**src/rtl/elevator_pkg.sv**
```systemverilog
// Shared types and helpers for the elevator controller.
// Floors are handled as one-hot vectors throughout.
package elevator_pkg;

    localparam int FLOORS = 5;

    typedef logic [FLOORS-1:0] floor_vec_t;

    typedef enum logic [1:0] {
        IDLE,
        MOVE,
        DOOR
    } state_e;

    typedef enum logic {
        UP,
        DOWN
    } dir_e;

    function automatic logic any_above(
        input floor_vec_t pend,
        input floor_vec_t floor_oh
    );
        logic hit;
        hit = 1'b0;
        for (int i = 0; i < FLOORS; i++) begin
            for (int j = 0; j < i; j++) begin
                hit = hit | (floor_oh[j] & pend[i]);
            end
        end
        return hit;
    endfunction

    function automatic logic any_below(
        input floor_vec_t pend,
        input floor_vec_t floor_oh
    );
        logic hit;
        hit = 1'b0;
        for (int i = 0; i < FLOORS; i++) begin
            for (int j = i + 1; j < FLOORS; j++) begin
                hit = hit | (floor_oh[j] & pend[i]);
            end
        end
        return hit;
    endfunction

    // Saturates at the end floors so the one-hot value can never vanish.
    function automatic floor_vec_t step_floor(
        input floor_vec_t floor_oh,
        input dir_e       dir
    );
        floor_vec_t nxt;
        nxt = floor_oh;
        if (dir == UP) begin
            if (!floor_oh[FLOORS-1]) nxt = floor_oh << 1;
        end else begin
            if (!floor_oh[0]) nxt = floor_oh >> 1;
        end
        return nxt;
    endfunction

endpackage

```
**src/rtl/elev_timer.sv**
```systemverilog
// Loadable down-counter shared by travel and door dwell.
// tc is high whenever the count has reached zero.
module elev_timer #(
    parameter int W = 2
) (
    input  logic         clk,
    input  logic         rst,
    input  logic         load,
    input  logic [W-1:0] load_val,
    output logic         tc
);

    logic [W-1:0] cnt_q;
    logic [W-1:0] cnt_d;

    always_comb begin
        cnt_d = cnt_q;
        if (load) begin
            cnt_d = load_val;
        end else if (cnt_q != '0) begin
            cnt_d = cnt_q - 1'b1;
        end
    end

    always_ff @(posedge clk) begin
        if (rst) begin
            cnt_q <= '0;
        end else begin
            cnt_q <= cnt_d;
        end
    end

    assign tc = (cnt_q == '0);

endmodule

```
**src/rtl/elevator_ctrl.sv**
```systemverilog
// SCAN collective-control elevator sequencer: request latch,
// IDLE/MOVE/DOOR FSM, one-hot floor register and shared timer.
module elevator_ctrl
    import elevator_pkg::*;
#(
    parameter int TRAVEL_CYCLES = 50_000_000,
    parameter int DOOR_CYCLES   = 100_000_000
) (
    input  logic              clk,
    input  logic              rst,
    input  logic [FLOORS-1:0] req,
    output logic [FLOORS-1:0] floor_oh,
    output logic              moving_up,
    output logic              moving_down,
    output logic              door_open,
    output logic [FLOORS-1:0] pending
);

    localparam int MAXC = (TRAVEL_CYCLES > DOOR_CYCLES) ?
                          TRAVEL_CYCLES : DOOR_CYCLES;
    localparam int TW   = ($clog2(MAXC) < 1) ? 1 : $clog2(MAXC);

    localparam logic [TW-1:0] TRAVEL_LOAD = TW'(TRAVEL_CYCLES - 1);
    localparam logic [TW-1:0] DOOR_LOAD   = TW'(DOOR_CYCLES - 1);

    state_e     state_q;
    state_e     state_d;
    dir_e       dir_q;
    dir_e       dir_d;
    floor_vec_t floor_q;
    floor_vec_t floor_d;
    floor_vec_t pending_q;
    floor_vec_t pending_d;
    floor_vec_t clr;

    logic          tmr_load;
    logic [TW-1:0] tmr_val;
    logic          tmr_tc;
    logic          above;
    logic          below;
    logic          here;
    logic          fwd;
    logic          rev;

    elev_timer #(
        .W (TW)
    ) u_timer (
        .clk      (clk),
        .rst      (rst),
        .load     (tmr_load),
        .load_val (tmr_val),
        .tc       (tmr_tc)
    );

    always_comb begin
        above = any_above(pending_q, floor_q);
        below = any_below(pending_q, floor_q);
        here  = |(pending_q & floor_q);
        fwd   = (dir_q == UP) ? above : below;
        rev   = (dir_q == UP) ? below : above;
    end

    always_comb begin
        state_d  = state_q;
        dir_d    = dir_q;
        floor_d  = floor_q;
        tmr_load = 1'b0;
        tmr_val  = TRAVEL_LOAD;

        unique case (state_q)
            IDLE: begin
                if (here) begin
                    state_d  = DOOR;
                    tmr_load = 1'b1;
                    tmr_val  = DOOR_LOAD;
                end else if (fwd) begin
                    state_d  = MOVE;
                    tmr_load = 1'b1;
                end else if (rev) begin
                    dir_d    = (dir_q == UP) ? DOWN : UP;
                    state_d  = MOVE;
                    tmr_load = 1'b1;
                end
            end
            MOVE: begin
                if (tmr_tc) begin
                    floor_d  = step_floor(floor_q, dir_q);
                    tmr_load = 1'b1;
                    if (|(pending_q & floor_d)) begin
                        state_d = DOOR;
                        tmr_val = DOOR_LOAD;
                    end
                end
            end
            DOOR: begin
                if (tmr_tc) begin
                    state_d = IDLE;
                end
            end
            default: begin
                state_d = IDLE;
            end
        endcase
    end

    // Hall calls at the open door are absorbed, including on the last dwell cycle.
    always_comb begin
        clr = '0;
        if (state_q == DOOR || state_d == DOOR) begin
            clr = floor_d;
        end
        pending_d = (pending_q | req) & ~clr;
    end

    always_ff @(posedge clk) begin
        if (rst) begin
            state_q   <= IDLE;
            dir_q     <= UP;
            floor_q   <= floor_vec_t'(1);
            pending_q <= '0;
        end else begin
            state_q   <= state_d;
            dir_q     <= dir_d;
            floor_q   <= floor_d;
            pending_q <= pending_d;
        end
    end

    assign floor_oh    = floor_q;
    assign pending     = pending_q;
    assign door_open   = (state_q == DOOR);
    assign moving_up   = (state_q == MOVE) && (dir_q == UP);
    assign moving_down = (state_q == MOVE) && (dir_q == DOWN);

endmodule

```
**config.mk**
```make
export PLATFORM = sky130hd
export DESIGN_NAME = elevator_ctrl
export DESIGN_NICKNAME = d
export VERILOG_FILES = /design/src/rtl/elevator_pkg.sv /design/src/rtl/elev_timer.sv /design/src/rtl/elevator_ctrl.sv
export SDC_FILE = /design/constraint.sdc
export NUM_CORES = 1
export LEC_CHECK = 0
export ABC_AREA = 0
export BUFFER_PORTS_ARGS = -buffer_cell sky130_fd_sc_hd__buf_4
export CAP_MARGIN = 30
export CELL_PAD_IN_SITES_DETAIL_PLACEMENT = 2
export CELL_PAD_IN_SITES_GLOBAL_PLACEMENT = 2
export CORE_MARGIN = 5
export CORE_UTILIZATION = 33
export DETAILED_ROUTE_END_ITERATION = 16
export PLACE_DENSITY_LB_ADDON = 0.08
export SETUP_SLACK_MARGIN = 0.5
export SLEW_MARGIN = 25
export SYNTH_ARGS = -nofsm -noshare
export SYNTH_HDL_FRONTEND = slang
export SYNTH_HIERARCHICAL = 1
export SYNTH_SLANG_ARGS = --single-unit
```
**constraint.sdc**
```tcl
create_clock -name clk -period 3 [get_ports clk]
set_input_delay 0.15 -clock clk [delete_from_list [all_inputs] [get_ports clk]]
set_output_delay 0.15 -clock clk [all_outputs]
set_load 0.01 [all_outputs]
```
==> reports/results.ini <==
[grt]
antenna_found_initial=0
grt_overflow=0
grt_max_degree=26
grt_pass1_vias=2548
grt_usage_pct=17.17
grt_pass1_wl_um=13360

[setup_path]
worst_setup_path_end_kind=flip-flop
crit_arrival_ns=2.87
cp_common_cell=nor4_4
slowest_delay_ns=0.55
worstSetupStartpoint=u_timer/cnt_q[8]
r2r_slack_ns=0.35
crit_path_max_fanout=6
cpMaxStageDelayCell=or4_4
r2r_start=u_timer/cnt_q[8]
crit_type=reg2reg
crit_chain=or4_4 -> nor4_4 -> nand4_1 -> nor4_4 -> nand3b_4 -> or2_4 -> a221o_1 -> a211oi_2
required_ns=3.22
start_kind=flip-flop

[placed_design]
finalWeightedCongestion=0.7337
port_buffers=19
hpwlAfterDp_um=5684

[worst_hold_path]
hp-start=req[4]
hold_class=in2reg

[timing]
fin_skew_ns=0.008293
drv_slew=0
slew_headroom_pct=52.49
setup_viol=0
final.period_utilization_pct=88.48
rsz0062_at_grt=true
worst_slew_pin_slew_ns=0.7062
hold_ws_ns=0.1588
finalHoldViolCount=0
fmax_mhz=376.7
period_minus_slack_ns=2.654
setup_tns_ns=0

[pwr]
power_leakage_nw=1.368
vdd.ir_drop.worst_v=0.0003478
powerDensity_nw_per_um2=942.9

[synthesis]
synth_top_cells_by_area=dfxtp_1, o21ai_0, nand2_1
synth.distinct_cells=62
synth.largest_area_cell=dfxtp_1
seq_area_frac_synth_pct=32.06
synthMuxAreaShare_pct=2.054
synthSimpleGateAreaFrac_pct=26.75
synth_top_family_by_area=simple AND/OR/NAND/NOR gates
synthFlopType=dfxtp_1
synth_edf_count=0
synth_top_area_share_pct=32.06
async_flop_share_pct=0
yosysMostFrequentCell=dfxtp_1
ys_ff_latch=40
synth-warning-count=6
synth_area_per_cell_um2=8.297
synth-compound-area-share_pct=24.05
synth_fa_ha_area_share_pct=0.5010
synth_xor_area_share_pct=7.365
yosys-top-cells-count=dfxtp_1, nand2_1, o21ai_0, nor2_1, xor2_1
postSynthCellCount=301
syn_area_um2=2497

[cells_and_area]
layout-drive-gt1-share_pct=34.92
antenna_cells=0
fin_nets=365
syn2layout_area_growth_pct=33.87

[route]
drtIter0Drc=93
routedWlPerCell_um=19.37
drtAntennaViolNets=0
wirelength_um=8851
route.detailed.drc=0
drt-vias-per-instance=5.361
vias=2450
dr.pass1.iters=4

[clock_tree]
cts_tree=built
clk_latency_ns=0.30
cts_sinks=40
cts_root_buffer=clkbuf_8
htreeDepth=2
clk_pin_slew_worst_paths_ns=0.09
clockBufferDepth=2
cts_made_buffers=5
cts_hold_buf=0

[outcome]
status=complete, no violations

[flow_run]
drv_cap=0

[floorplanning]
core_um2=7292
dieArea_um2=9408
die_y_um=97.00
die_w_um=97.00
initial_utilization_pct=34.25
rows=31
boundaryPins=20

where the power goes:
| group | switching (mW) | total (mW) | internal, mW |
|---|---|---|---|
| combinational | 0.982 | 1.83 | 0.845 |
| sequential | 0.255 | 0.960 | 0.705 |
| clock | 0.203 | 0.366 | 0.162 |
metrics by stage:
stage / util (%) / worst slack [ns] / power, mW / std cells / instance area [um2]
6_report: 45.85 / 0.3457 / 3.152 / 457 / 3343
5_1_grt: 45.85 / 0.1750 / 3.368 / 457 / 3343
4_1_cts: 41.68 / 0.3520 / 2.788 / 446 / 3039
3_5_place_dp: 38.66 / 0.1371 / 2.294 / 428 / 2819
3_3_place_gp: 38.66 / 0.2013 / 2.239 / 428 / 2819
2_1_floorplan: - / 0.3091 / 1.864 / 317 / 2592
sequential cells by signal (all words and copies together) (netlist names):
register and cells:
pending 5, state_q 2, dir_q 1, u_timer/cnt_q 27, floor_oh 5
final timing paths:
kind,to,cells past startpoint
worst max register to register,pending[3],8
worst min register to register,u_timer/cnt_q[21],2
worst min-delay path,pending[4],3
worst max-delay path,pending[3],8
area by class of cell:
| class | instances | area, um2 |
|---|---|---|
| clock buffers | 5 | 68.82 |
| clock inverters | 3 | 18.77 |
| fillers | 834 | 3949 |
| inverters | 8 | 30.03 |
| multi-input cells | 249 | 1802 |
| flip-flops and latches | 40 | 810.8 |
| well taps | 99 | 123.9 |
| repair buffers | 53 | 489.2 |
routing by layer:
metal	global-route usage (%)	vias up	routed length, um
met4	3.780	0	141
li1	-	1177	-
met3	3.597	12	283
met5	0	-	0
met2	27.28	30	4378
met1	23.86	1231	4048
kinds of logic after synthesis:
| kind of cell | count (synthesis) |
|---|---|
| DFF | 40 |
| other | 2 |
| AOI/OAI and AO/OA | 82 |
| and+or+nand+nor | 122 |
| muxes | 5 |
| buffers and inverters | 28 |
| adders and majority gates | 1 |
| xor gates and xnor gates | 21 |
critical path, delay by kind of cell, from the launching register on:
kind / cells / cell delay (ns)
AO/OA/AOI/OAI: 2 / 0.55
flip-flops: 1 / 0.34
AND/OR/NAND/NOR: 6 / 1.65
cell usage in the layout (no fill, tap or decap), types with 7 or more instances in the layout:
cell type	n
buf_4	43
conb_1	18
dfxtp_1	36
inv_1	8
nand2_1	19
nand2_2	10
nand2_4	7
nor2_1	23
nor3_1	7
nor4_1	7
o21ai_0	7
o21ai_1	18
o21ai_2	7
xnor2_1	7
xor2_1	14
what timing repair did:
| item | CTS | global route |
|---|---|---|
| pin swaps | 7 | 22 |
| buffers inserted | 10 | 8 |
| setup endpoints to repair | 36 | 37 |
| gates resized for setup | 14 | 67 |
| gates cloned | 0 | 3 |
No activity file was read; power rests on OpenSTA's default activity.
